**src/rtl/regfile_pkg.sv**
```systemverilog
// Shared types for the register-file write path: widths, write entry, one-hot decode.
// Used by the writeback queue and its output stage.
package regfile_pkg;

    localparam int REG_W    = 8;
    localparam int SEL_W    = 3;
    localparam int NUM_REGS = 8;

    typedef struct packed {
        logic [SEL_W-1:0] sel;
        logic [REG_W-1:0] data;
    } wr_entry_t;

    function automatic logic [NUM_REGS-1:0] dec_onehot(input logic [SEL_W-1:0] sel);
        dec_onehot      = '0;
        dec_onehot[sel] = 1'b1;
    endfunction

endpackage

```
**src/rtl/wb_fifo.sv**
```systemverilog
// Dual-push (ordered, port 0 older) single-pop FIFO; head is registered storage, pop is implicit when non-empty.
// A push with no free slot is dropped and flagged; a same-edge pop frees a slot for the pushes.
module wb_fifo
    import regfile_pkg::*;
#(
    parameter int DEPTH = 4
) (
    input  logic                   clk,
    input  logic                   rst,
    input  logic                   cen,
    input  logic                   push0_vld,
    input  wr_entry_t              push0_dat,
    input  logic                   push1_vld,
    input  wr_entry_t              push1_dat,
    output logic                   pop_vld,
    output wr_entry_t              pop_dat,
    output logic [$clog2(DEPTH):0] count,
    output logic                   drop,
    output logic [DEPTH-1:0]       ent_vld,
    output logic [SEL_W-1:0]       ent_sel [DEPTH]
);

    localparam int PW = $clog2(DEPTH);
    localparam int CW = PW + 1;

    typedef logic [PW-1:0] ptr_t;
    typedef logic [CW-1:0] cnt_t;

    wr_entry_t mem_q [DEPTH];
    wr_entry_t mem_d [DEPTH];
    ptr_t      wr_ptr_q, wr_ptr_d;
    ptr_t      rd_ptr_q, rd_ptr_d;
    cnt_t      count_q, count_d;
    cnt_t      free;
    logic      acc0, acc1;

    always_comb begin
        pop_vld = cen && (count_q != '0);
        free    = cnt_t'(DEPTH) - count_q + cnt_t'(pop_vld);
        acc0    = cen && push0_vld && (free != '0);
        acc1    = cen && push1_vld && ((free - cnt_t'(acc0)) != '0);
        drop    = (cen && push0_vld && !acc0) || (cen && push1_vld && !acc1);

        mem_d = mem_q;
        if (acc0) mem_d[wr_ptr_q] = push0_dat;
        if (acc1) mem_d[wr_ptr_q + ptr_t'(acc0)] = push1_dat;

        wr_ptr_d = wr_ptr_q + ptr_t'(acc0) + ptr_t'(acc1);
        rd_ptr_d = rd_ptr_q + ptr_t'(pop_vld);
        count_d  = count_q + cnt_t'(acc0) + cnt_t'(acc1) - cnt_t'(pop_vld);
    end

    always_ff @(posedge clk) begin
        if (rst) begin
            wr_ptr_q <= '0;
            rd_ptr_q <= '0;
            count_q  <= '0;
        end else begin
            wr_ptr_q <= wr_ptr_d;
            rd_ptr_q <= rd_ptr_d;
            count_q  <= count_d;
        end
    end

    // Payload needs no reset: occupancy is tracked solely by the pointers and count.
    always_ff @(posedge clk) begin
        mem_q <= mem_d;
    end

    for (genvar g = 0; g < DEPTH; g++) begin : g_ent
        ptr_t off;
        assign off        = ptr_t'(g) - rd_ptr_q;
        assign ent_vld[g] = cnt_t'(off) < count_q;
        assign ent_sel[g] = mem_q[g].sel;
    end

    assign pop_dat = mem_q[rd_ptr_q];
    assign count   = count_q;

endmodule

```
**src/rtl/regfile_writeback.sv**
```systemverilog
// Queues ALU/load results and issues one registered regfile write per enabled cycle (push-to-WE: 1 edge when idle).
// Ready drops when fewer than 2 slots are free; overflow is sticky. WB_R0_ZERO_EN discards writes to r0 at the input.
module regfile_writeback
    import regfile_pkg::*;
#(
    parameter int DEPTH = 4
) (
    input  logic                Clk,
    input  logic                Rst,
    input  logic                Cen,
    input  logic                MemValid,
    input  logic [SEL_W-1:0]    MemReg,
    input  logic [REG_W-1:0]    MemData,
    input  logic                AluValid,
    input  logic [SEL_W-1:0]    AluReg,
    input  logic [REG_W-1:0]    AluData,
    output logic                Ready,
    output logic                WE,
    output logic [SEL_W-1:0]    SelWR,
    output logic [REG_W-1:0]    Data,
    output logic [NUM_REGS-1:0] Busy,
    output logic                Overflow
);

    localparam int CW = $clog2(DEPTH) + 1;

    logic             mem_vld, alu_vld;
    wr_entry_t        mem_ent, alu_ent;
    logic             pop_vld, drop;
    wr_entry_t        pop_dat;
    logic [CW-1:0]    fifo_cnt;
    logic [DEPTH-1:0] ent_vld;
    logic [SEL_W-1:0] ent_sel [DEPTH];

    logic             we_q, we_d;
    logic [SEL_W-1:0] sel_q, sel_d;
    logic [REG_W-1:0] data_q, data_d;
    logic             overflow_q, overflow_d;

`ifdef WB_R0_ZERO_EN
    assign mem_vld = MemValid && (MemReg != '0);
    assign alu_vld = AluValid && (AluReg != '0);
`else
    assign mem_vld = MemValid;
    assign alu_vld = AluValid;
`endif

    assign mem_ent = '{sel: MemReg, data: MemData};
    assign alu_ent = '{sel: AluReg, data: AluData};

    // Loads go on port 0 so they are queued ahead of same-cycle ALU results.
    wb_fifo #(.DEPTH(DEPTH)) u_fifo (
        .clk       (Clk),
        .rst       (Rst),
        .cen       (Cen),
        .push0_vld (mem_vld),
        .push0_dat (mem_ent),
        .push1_vld (alu_vld),
        .push1_dat (alu_ent),
        .pop_vld   (pop_vld),
        .pop_dat   (pop_dat),
        .count     (fifo_cnt),
        .drop      (drop),
        .ent_vld   (ent_vld),
        .ent_sel   (ent_sel)
    );

    always_comb begin
        we_d       = we_q;
        sel_d      = sel_q;
        data_d     = data_q;
        overflow_d = overflow_q;
        if (Cen) begin
            we_d       = pop_vld;
            overflow_d = overflow_q || drop;
            if (pop_vld) begin
                sel_d  = pop_dat.sel;
                data_d = pop_dat.data;
            end
        end
    end

    always_ff @(posedge Clk) begin
        if (Rst) begin
            we_q       <= 1'b0;
            sel_q      <= '0;
            data_q     <= '0;
            overflow_q <= 1'b0;
        end else begin
            we_q       <= we_d;
            sel_q      <= sel_d;
            data_q     <= data_d;
            overflow_q <= overflow_d;
        end
    end

    always_comb begin
        Busy = we_q ? dec_onehot(sel_q) : '0;
        for (int i = 0; i < DEPTH; i++) begin
            if (ent_vld[i]) Busy = Busy | dec_onehot(ent_sel[i]);
        end
`ifdef WB_R0_ZERO_EN
        Busy[0] = 1'b0;
`endif
    end

    assign Ready    = Cen && ((CW'(DEPTH) - fifo_cnt) >= CW'(2));
    assign WE       = we_q;
    assign SelWR    = sel_q;
    assign Data     = data_q;
    assign Overflow = overflow_q;

endmodule

```
**config.mk**
```make
export PLATFORM = sky130hd
export DESIGN_NAME = regfile_writeback
export DESIGN_NICKNAME = d
export VERILOG_FILES = /design/src/rtl/regfile_pkg.sv /design/src/rtl/wb_fifo.sv /design/src/rtl/regfile_writeback.sv
export SDC_FILE = /design/constraint.sdc
export NUM_CORES = 1
export LEC_CHECK = 0
export BUFFER_PORTS_ARGS = -buffer_cell sky130_fd_sc_hd__buf_2
export CAP_MARGIN = 20
export CORE_MARGIN = 1.5
export CORE_UTILIZATION = 53
export CTS_BUF_LIST = sky130_fd_sc_hd__clkbuf_2 sky130_fd_sc_hd__clkbuf_4 sky130_fd_sc_hd__clkbuf_8
export CTS_CLUSTER_DIAMETER = 50
export DETAILED_ROUTE_END_ITERATION = 8
export GPL_ROUTABILITY_DRIVEN = 1
export PLACE_DENSITY_LB_ADDON = 0.08
export SLEW_MARGIN = 20
export SYNTH_ARGS = -nofsm -noshare
export SYNTH_HDL_FRONTEND = slang
export SYNTH_HIERARCHICAL = 1
export SYNTH_SLANG_ARGS = --single-unit
```
**constraint.sdc**
```tcl
create_clock -name Clk -period 4.8 [get_ports Clk]
set_input_delay 1.44 -clock Clk [delete_from_list [all_inputs] [get_ports Clk]]
set_output_delay 1.44 -clock Clk [all_outputs]
set_load 0.1 [all_outputs]
```
==> key figures, run 1 <==
Power and ir drop
  – Max IR drop VDD: 371 µV
  – Clock Power Share: 0.163
  – Power Total: 3.55 mW
  – Internal power: 1.93 mW
  – Sequential share of power: 0.282
  – Switch share: 0.457
  – LEAKAGE: 1.82 nW
  – Combinational share of power: 0.555
  – NetSw: 1.63 mW
  – PwrDens: 800 nW/µm²

CTS
  – CTS Hold Bufs: 0
  – Clock sink count: 64
  – CTS Buf Count: 9
  – CTS tree: done
  – Postcts setup bufs: 0
  – Clk_lat worst skew: 350 ps
  – CTS resizes: 0
  – H-tree Lvls: 3
  – CTS root buf: clkbuf_8
  – Clk slew on worst S/H paths: 80 ps
  – Max clock buf depth: 2

Logic synthesis
  – Ys async rst share: 0
  – Cell variety after synth: 45
  – Avg Cell Area, Syn: 10.9 µm²
  – Mapped cell area: 3960 µm²
  – Synth Flop Type: dfxtp_1
  – Syn nets: 404
  – Yosys warnings: 6
  – #FFs+latches synth: 64
  – Synthesized instance count: 362
  – Post-synth EDFFs: 0
  – Register area share after synthesis: 0.324

Global route
  – Initial antenna violation count: 0
  – Vias in the first global route: 2,683
  – GRT met1 Usage: 0.294
  – GR Layer Usage met3: 0.0406
  – Largest net degree at the start of global routing: 21
  – Global Route Usage Sum: 0.235
  – Grt total ovfl: 0
  – Met2 Use GR: 0.406
  – First-pass GRT wire length: 13.7 mm
  – Gr busiest metal: met2

Detailed routing
  – Routed wire per std cell: 17.4 µm
  – DR pass1 iterations: 4
  – Routed WL: 8.80 mm
  – DRT antenna net count: 0
  – Via density: 5.70
  – Total number of vias: 2,886
  – DRT iter0 DRCs: 128
  – DRC errors left: 0

Final layout
  – Fill count: 640
  – Footprint of the multi-input gates: 2410 µm²
  – Final core occ: 0.612
  – Reg area: 1280 µm²
  – Fin nets: 444
  – Share of cells above drive strength 1: 0.501
  – Diode count: 0
  – Layout area overhead: 12.2%

Worst setup path
  – CP endpoint kind: output port
  – CP Launch Type: register
  – CP Max Fanout: 15
  – WP data arrival: 3050 ps
  – Setup CP Type: reg2out
  – Worst Path Required: 3360 ps

Place
  – Hpwl dp: 5.88 mm
  – RePlAce Congestion: 0.895
  – PortBufs: 48

Job
  – Max-Cap Viols: 0

STA
  – Clock skew: 10.2 ps
  – Period utilization: 0.935
  – Fmax: 223 MHz
  – Setup Total Neg Slack: 0 ps
  – Period minus WS final: 4490 ps
  – Max transition margin: 0.458
  – Final hold vios: 0
  – Slew Limit Fails: 0
  – # setup viols final: 0
  – Actual slew at the worst max-slew pin: 812 ps
  – RSZ-0062 raised after global routing: no

Die
  – Die area: 7990 µm²
  – Top-level port count: 49
  – Die span in y: 89.4 µm
  – Die Wd: 89.4 µm
  – Core area: 7250 µm²
  – Cell Rows: 31
  – Initial Util: 0.545

Min path
  – Worst Hold Class: reg2reg

Outcome
  – Status: finished clean
critical path: stages, from the launching register on:
cell      delay, ps
dfxtp_1         850
inv_1           120
ha_1            340
a21oi_1          50
o21bai_1        350
nor2b_2         320
a22o_1          160
nand3b_1         90
buf_2           420
power by group through the flow:
stage / clock, mW / combinational [mW] / sequential, mW
after floorplan: 0 / 1.70 / 1.01
after global placement: 0 / 1.94 / 1.00
after detailed placement: 0 / 1.97 / 1.01
after CTS: 0.591 / 1.97 / 0.995
after global routing: 0.614 / 2.11 / 1.03
final: 0.577 / 1.97 / 1.00
routing by layer:
| layer | part of all wire | vias to the layer above | wire length, µm |
|---|---|---|---|
| li1 | - | 1404 | - |
| met1 | 0.44 | 1389 | 3900 |
| met2 | 0.50 | 78 | 4390 |
| met3 | 0.037 | 15 | 323 |
| met4 | 0.021 | 0 | 182 |
| met5 | 0 | - | 0 |
synthesized netlist by cell type, types with 2 or more instances:
| master | number | share of area |
|---|---|---|
| a2111oi_2 | 3 | 0.011 |
| a21oi_1 | 8 | 0.010 |
| a21oi_2 | 10 | 0.022 |
| a31oi_1 | 8 | 0.013 |
| a32oi_1 | 2 | 0.0044 |
| and4b_1 | 3 | 0.0076 |
| and4bb_1 | 4 | 0.013 |
| buf_2 | 7 | 0.0089 |
| buf_4 | 13 | 0.025 |
| buf_6 | 4 | 0.011 |
| clkbuf_1 | 2 | 0.0019 |
| dfxtp_1 | 64 | 0.32 |
| fa_1 | 2 | 0.010 |
| ha_1 | 13 | 0.041 |
| inv_1 | 18 | 0.017 |
| mux2_2 | 87 | 0.25 |
| mux4_2 | 11 | 0.063 |
| nand2_1 | 15 | 0.014 |
| nand2_2 | 10 | 0.016 |
| nand2b_1 | 2 | 0.0032 |
| nand3_1 | 8 | 0.010 |
| nand3b_1 | 5 | 0.0095 |
| nand4_1 | 11 | 0.017 |
| nand4b_1 | 6 | 0.013 |
| nor2_1 | 10 | 0.0095 |
| nor2b_1 | 6 | 0.0095 |
| nor2b_2 | 2 | 0.0044 |
| or2_2 | 3 | 0.0047 |
| or3_4 | 2 | 0.0057 |
| xnor2_1 | 6 | 0.013 |
| xor2_1 | 3 | 0.0066 |
placed cells by master, fill, tap and decap left out, types with 4 or more instances in the layout:
| cell | count |
|---|---|
| a21oi_1 | 8 |
| dfxtp_1 | 64 |
| ha_1 | 13 |
| nand2_1 | 15 |
| nand3b_1 | 5 |
| a21oi_2 | 10 |
| nand3_1 | 8 |
| nand4b_1 | 6 |
| inv_1 | 18 |
| clkbuf_8 | 10 |
| mux2_2 | 87 |
| buf_4 | 8 |
| and4bb_1 | 4 |
| a31oi_1 | 8 |
| nor2_1 | 10 |
| mux4_2 | 11 |
| nor2b_1 | 6 |
| xnor2_1 | 6 |
| nand4_1 | 11 |
| nand2_2 | 10 |
| buf_2 | 48 |
state kept, by name (all words and copies together), names as in the netlist:
signal           count
Data                 8
Overflow             1
SelWR                3
WE                   1
u_fifo/count         3
u_fifo/ent_sel      12
u_fifo/mem_q        32
u_fifo/rd_ptr_q      2
u_fifo/wr_ptr_q      2
kinds of logic (layout without fill, tap and decap cells):
family	count (synthesis)	in the layout	share of synthesized area
multiplexers	99	99	0.313
AND/OR/NAND/NOR	91	91	0.145
flip-flops	64	64	0.324
buffers and inverters	46	91	0.0658
AO/OA/AOI/OAI	37	37	0.0747
adder cells (fa/ha/maj)	15	15	0.0513
XOR/XNOR	10	10	0.0259
metrics by stage:
stage	hold WS, ps	cell area [µm²]	cells	worst slack (ps)
after CTS	471	4440	506	353
final	465	4440	506	311
after detailed placement	457	4190	490	35.5
after global placement	450	4190	490	133
after floorplan	545	3960	362	135
after global routing	487	4440	506	155
area by class of cell:
class / instances / area share
Multi-Input combinational cell: 252 / 0.544
Sequential cell: 64 / 0.289
Timing Repair Buffer: 56 / 0.0676
Clock buffer: 11 / 0.0327
Tap cell: 99 / 0.0279
Clock inverter: 5 / 0.0234
Inverter: 19 / 0.0161
worst paths after layout:
path,slack [ps],cells after the start,endpoint,start
max reg2reg,880,16,u_fifo/count[2],u_fifo/count[2]
min reg2reg,460,2,Overflow,Overflow
max,310,8,Busy[0],u_fifo/rd_ptr_q[1]
min,460,2,Overflow,Overflow
(Power assumes the default switching activity.)
==> inputs of run 2 (changes only) <==
CORE_UTILIZATION = 55   (was 53)
==> run 2 against run 1 <==
First-iteration DRC count is 38% lower. Critical path type is now in2reg. Clock-buffer cell count shrank 1. Global-route usage rose by 0.62 points. Largest power group unchanged. Worst hold slack worse by 5.0 ps. Clock skew about the same. Fmax up 0.74%. Non-clock buffer count is the same.
==> key figures, run 2 (same netlist as run 1, synthesis figures left out) <==
Final layout
  – Commonest non-fill, non-tap cells in the layout: mux2_2 (87), dfxtp_1 (64), buf_2 (48)
  – Reg area: 1280 µm² (unchanged)
  – Reg with most FFs: u_fifo/mem_q
  – Share of cells above drive strength 1: 0.499 (-0.00246)
  – Fin nets: 444 (unchanged)
  – Layout area overhead: 11.1%
  – Fill count: 592 (-7.5%)
  – Diode count: 0 (unchanged)
  – Footprint of the multi-input gates: 2410 µm² (unchanged)
  – Commonest non-fill, non-tap cell in the layout: mux2_2
  – Final cell count without fillers: 501 (-0.99%)
  – Max FFs per register: 32 (unchanged)
  – Final core occ: 0.640 (+0.0277)

STA
  – RSZ-0062 raised after global routing: no
  – Period minus WS final: 4460 ps (-32.9 ps)
  – Slew Limit Fails: 0 (unchanged)
  – Period utilization: 0.928 (-0.00685)
  – Actual slew at the worst max-slew pin: 771 ps (-40.5 ps)
  – Clock skew: 10.2 ps (+0.0736 ps)
  – Final hold vios: 0 (unchanged)
  – Final Worst Setup Slack: 344 ps (+32.9 ps)
  – # setup viols final: 0 (unchanged)
  – Fmax: 224 MHz (+0.74%)
  – Max transition margin: 0.485 (+0.0270)
  – Setup Total Neg Slack: 0 ps (unchanged)

Detailed routing
  – DRT antenna net count: 0 (unchanged)
  – Routed wire per std cell: 17.2 µm (-0.92%)
  – DRT iter0 DRCs: 80 (-38%)
  – Routed WL: 8.63 mm (-1.9%)
  – DR pass1 iterations: 4 (unchanged)
  – Via density: 5.66 (-0.82%)
  – DRC errors left: 0 (unchanged)
  – Total number of vias: 2,834 (-1.8%)

Power and ir drop
  – PwrDens: 789 nW/µm² (-1.5%)
  – LEAKAGE: 1.80 nW (-1.0%)
  – Power Total: 3.46 mW (-2.5%)
  – Max IR drop VDD: 315 µV (-15%)

Worst setup path
  – Worst path most repeated cell: ha_1
  – CP Launch Type: input pin
  – CP endpoint kind: register
  – WP data arrival: 4670 ps (+1620 ps)
  – Crit-path max cell delay: 420 ps (-430 ps)
  – Critical Path, Cell by Cell: buf_2, o31ai_1, ha_1, inv_1, ha_1, nor2b_1, a21oi_1, ha_1, xor3_1, o311a_2, inv_2, fa_1, inv_1, fa_1, xnor2_1, xnor2_1, nor2_1
  – Slowest-stage cell, CP: nor2b_1
  – Crit path max-delay family: adder cells
  – CP Max Fanout: 6 (-9)
  – Crit path buf inv count: 4 (+2)
  – Worst setup path startpoint: Cen
  – R2R Setup Slk: 870 ps (about the same)
  – Reg2Reg Depth: 16 (unchanged)
  – Setup CP Type: in2reg
  – Reg2reg end: u_fifo/count[2]
  – RR Startpoint: u_fifo/count[2]
  – Worst Path Required: 5010 ps (+1650 ps)

CTS
  – Clk_lat worst skew: 330 ps (-20 ps)
  – Clock sink count: 64 (unchanged)
  – CTS Buf Count: 9 (unchanged)
  – Postcts setup bufs: 0 (unchanged)
  – CTS Hold Bufs: 0 (unchanged)
  – Clk slew on worst S/H paths: 70 ps (about the same)
  – Max clock buf depth: 2 (unchanged)
  – CTS root buf: clkbuf_8
  – CTS resizes: 0 (unchanged)
  – CTS tree: done
  – H-tree Lvls: 3 (unchanged)

Die
  – Cell Rows: 30 (-3.2%)
  – Die Wd: 87.8 µm (-1.8%)
  – Die area: 7710 µm² (-3.5%)
  – Die span in y: 87.8 µm (-1.8%)
  – Top-level port count: 49 (unchanged)
  – Core area: 6870 µm² (-5.3%)
  – Initial Util: 0.576 (+0.0305)

Global route
  – Vias in the first global route: 2,754 (+2.6%)
  – Met2 Use GR: 0.401 (-0.00490)
  – GR Layer Usage met3: 0.0396 (-0.00104)
  – GRT met1 Usage: 0.314 (+0.0198)
  – Largest net degree at the start of global routing: 21 (unchanged)
  – First-pass GRT wire length: 14.1 mm (+2.8%)
  – Grt total ovfl: 0 (unchanged)
  – Global Route Usage Sum: 0.241 (+0.00623)
  – Gr busiest metal: met2
  – Initial antenna violation count: 0 (unchanged)

Min path
  – Worst Hold Class: reg2reg
  – Hold path startpoint: Overflow
  – WHS Path Cells: 2 (unchanged)
  – Worst Hold Endpoint: Overflow

Place
  – Dpl ws: -3.69 ps (-39.2 ps)
  – PortBufs: 48 (unchanged)
  – RePlAce Congestion: 0.883 (-1.3%)
  – Post-Place Cells: 487 (-0.61%)
  – Hpwl dp: 5.99 mm (+1.8%)

Outcome
  – Status: finished clean

Job
  – Max-Cap Viols: 0 (unchanged)
[run 2: worst max-delay path by stage]
stage / to / slack, ps / depth (start not counted)
after global routing: u_fifo/count[2] / 70 / 17
after detailed placement: u_fifo/count[2] / -4 / 17
after global placement: u_fifo/count[2] / 130 / 17
after floorplan: Busy[6] / 140 / 10
final: u_fifo/count[2] / 340 / 17
after CTS: u_fifo/count[2] / 350 / 17
[run 2: cell type report]
type | instances | share of cell area
repair buffers | 56 | 0.0683
flip-flops and latches | 64 | 0.292
inverters | 19 | 0.0162
clock buffers | 10 | 0.0313
multi-input cells | 252 | 0.549
well taps | 96 | 0.0273
clock inverters | 4 | 0.0159
[run 2: per-stage QoR]
step | area [µm²] | hold WS, ps
2_1_floorplan | 3960 | 545
3_3_place_gp | 4190 | 443
3_5_place_dp | 4190 | 450
4_1_cts | 4390 | 465
5_1_grt | 4390 | 497
6_report | 4390 | 460
[run 2: tightest hold or removal path: stages, from the launching register on]
cell	delay, ps
dfxtp_1	320
a21oi_1	40
nor2_1	70
[run 2: routing by layer]
metal	vias to the layer above	wire [µm]
met5	-	0
li1	1399	-
met2	69	4210
met4	0	120
met1	1355	3930
met3	11	373
[run 2: where the power goes]
group	internal, mW	switching, mW
registers	0.765	0.231
logic	0.798	1.17
clock network	0.299	0.199
total	1.86	1.60
==> inputs of run 3 (changes only) <==
CORE_UTILIZATION = 50   (was 55)
==> run 3 against run 2 <==
First-iteration DRC count is 6.3% higher. Fmax is 0.20% higher. Wire length is 3.5% higher. Sequential share of layout area hardly changed. Largest power group unchanged. Worst hold slack better by 5.1 ps. Sequential power hardly changed. Critical path depth stayed put.
==> key figures, run 3 (same netlist as run 1, synthesis figures left out) <==
Worst setup path
  – Setup CP Type: in2reg
  – Reg2reg end: u_fifo/count[2]
  – RR Startpoint: u_fifo/count[2]
  – WP data arrival: 4660 ps (about the same)
  – CP Max Fanout: 6 (unchanged)
  – Worst Path Required: 5010 ps (about the same)
  – CP Launch Type: input pin
  – Reg2Reg Depth: 16 (unchanged)
  – CP endpoint kind: register
  – R2R Setup Slk: 860 ps (about the same)

Job
  – Max-Cap Viols: 0 (unchanged)

Power and ir drop
  – PwrDens: 787 nW/µm² (-0.23%)
  – Max IR drop VDD: 401 µV (+27%)
  – LEAKAGE: 1.79 nW (-0.50%)

STA
  – Max transition margin: 0.450 (-0.0346)
  – Fmax: 225 MHz (+0.20%)
  – Clock skew: 8.78 ps (-1.45 ps)
  – Setup Total Neg Slack: 0 ps (unchanged)
  – Final Worst Setup Slack: 353 ps (+8.82 ps)
  – Period utilization: 0.926 (-0.00184)
  – Period minus WS final: 4450 ps (-8.82 ps)
  – Actual slew at the worst max-slew pin: 823 ps (+51.9 ps)
  – # setup viols final: 0 (unchanged)
  – Final hold vios: 0 (unchanged)
  – Slew Limit Fails: 0 (unchanged)
  – Hold WS: 465 ps (+5.11 ps)
  – RSZ-0062 raised after global routing: no

Min path
  – Hold path startpoint: Data[0]
  – Worst Hold Class: reg2reg
  – WHS Path Cells: 2 (unchanged)
  – Worst Hold Endpoint: Data[0]

Place
  – PortBufs: 48 (unchanged)
  – RePlAce Congestion: 0.884 (about the same)
  – Placed Area: 4190 µm² (+0.18%)
  – Dpl ws: 18.0 ps (+21.7 ps)
  – Hpwl dp: 6.02 mm (+0.44%)

Final layout
  – Share of cells above drive strength 1: 0.501 (+0.00246)
  – Commonest non-fill, non-tap cell in the layout: mux2_2
  – Final core occ: 0.572 (-0.0674)
  – Diode count: 0 (unchanged)
  – Layout area overhead: 11.2%
  – Fin area: 4400 µm² (+0.11%)
  – Fin nets: 444 (unchanged)
  – Reg with most FFs: u_fifo/mem_q
  – Reg area: 1280 µm² (unchanged)
  – Footprint of the multi-input gates: 2410 µm² (unchanged)
  – Max FFs per register: 32 (unchanged)
  – Fill count: 713 (+20%)
  – Commonest non-fill, non-tap cells in the layout: mux2_2 (87), dfxtp_1 (64), buf_2 (48)

Global route
  – Vias in the first global route: 2,878 (+4.5%)
  – Global Route Usage Sum: 0.228 (-0.0130)
  – First-pass GRT wire length: 14.8 mm (+5.1%)
  – Initial antenna violation count: 0 (unchanged)
  – Largest net degree at the start of global routing: 21 (unchanged)
  – Grt total ovfl: 0 (unchanged)

Die
  – Core area: 7690 µm² (+12%)
  – Die span in y: 91.9 µm (+4.7%)
  – Die Wd: 91.9 µm (+4.7%)
  – Initial Util: 0.514 (-0.0613)
  – Top-level port count: 49 (unchanged)
  – Die area: 8450 µm² (+9.7%)
  – Cell Rows: 32 (+6.7%)

Detailed routing
  – DR pass1 iterations: 4 (unchanged)
  – Routed WL: 8.94 mm (+3.5%)
  – Via density: 5.68 (+0.48%)
  – Total number of vias: 2,893 (+2.1%)
  – DRT iter0 DRCs: 85 (+6.3%)
  – Routed wire per std cell: 17.6 µm (+1.9%)
  – DRT antenna net count: 0 (unchanged)
  – DRC errors left: 0 (unchanged)

CTS
  – H-tree Lvls: 3 (unchanged)
  – Clk slew on worst S/H paths: 80 ps (about the same)
  – CTS tree: done
  – CTS root buf: clkbuf_8
  – Clock sink count: 64 (unchanged)
  – CTS resizes: 0 (unchanged)
  – CTS Buf Count: 9 (unchanged)
  – Postcts setup bufs: 0 (unchanged)
  – Clk_lat worst skew: 340 ps (about the same)
  – CTS Hold Bufs: 0 (unchanged)
  – Max clock buf depth: 2 (unchanged)

Outcome
  – Status: finished clean
## run 3: per-layer routing
metal | share of wire | track usage | vias to the layer above
met2 | 0.48 | 0.376 | 76
met4 | 0.021 | 0.0833 | 0
met5 | 0 | 0 | -
li1 | - | - | 1404
met3 | 0.040 | 0.0464 | 19
met1 | 0.46 | 0.294 | 1394
## run 3: where the power goes
group	total, mW	internal [mW]	switching [mW]
logic	1.97	0.799	1.17
registers	1.01	0.765	0.240
clock network	0.485	0.256	0.229
total	3.46	1.82	1.64
## run 3: final cells by class
type | count | share of cell area
repair buffers | 56 | 0.0683
clock inverters | 6 | 0.0154
inverters | 19 | 0.0162
multi-input cells | 252 | 0.549
flip-flops and latches | 64 | 0.291
well taps | 102 | 0.0290
clock buffers | 10 | 0.0313
## run 3: how the worst max path moves through the flow
stage | startpoint | to
4_1_cts | u_fifo/rd_ptr_q[1] | Busy[6]
3_5_place_dp | Cen | u_fifo/count[2]
6_report | Cen | u_fifo/count[2]
5_1_grt | Cen | u_fifo/count[2]
2_1_floorplan | u_fifo/rd_ptr_q[0] | Busy[6]
3_3_place_gp | Cen | u_fifo/count[2]
## run 3: worst max-delay path, stage by stage
cell and delay (ps):
buf_2 100, o31ai_1 90, ha_1 210, inv_1 40, ha_1 300, nor2b_1 420, a21oi_1 200, ha_1 230
xor3_1 210, o311a_2 390, inv_2 90, fa_1 160, inv_1 50, fa_1 370, xnor2_1 170, xnor2_1 130
nor2_1 50
## run 3: per-stage QoR
step | instances | power (mW)
after floorplan | 362 | 2.70
after global placement | 493 | 2.94
after detailed placement | 493 | 2.98
after CTS | 509 | 3.47
after global routing | 509 | 3.67
final | 509 | 3.46
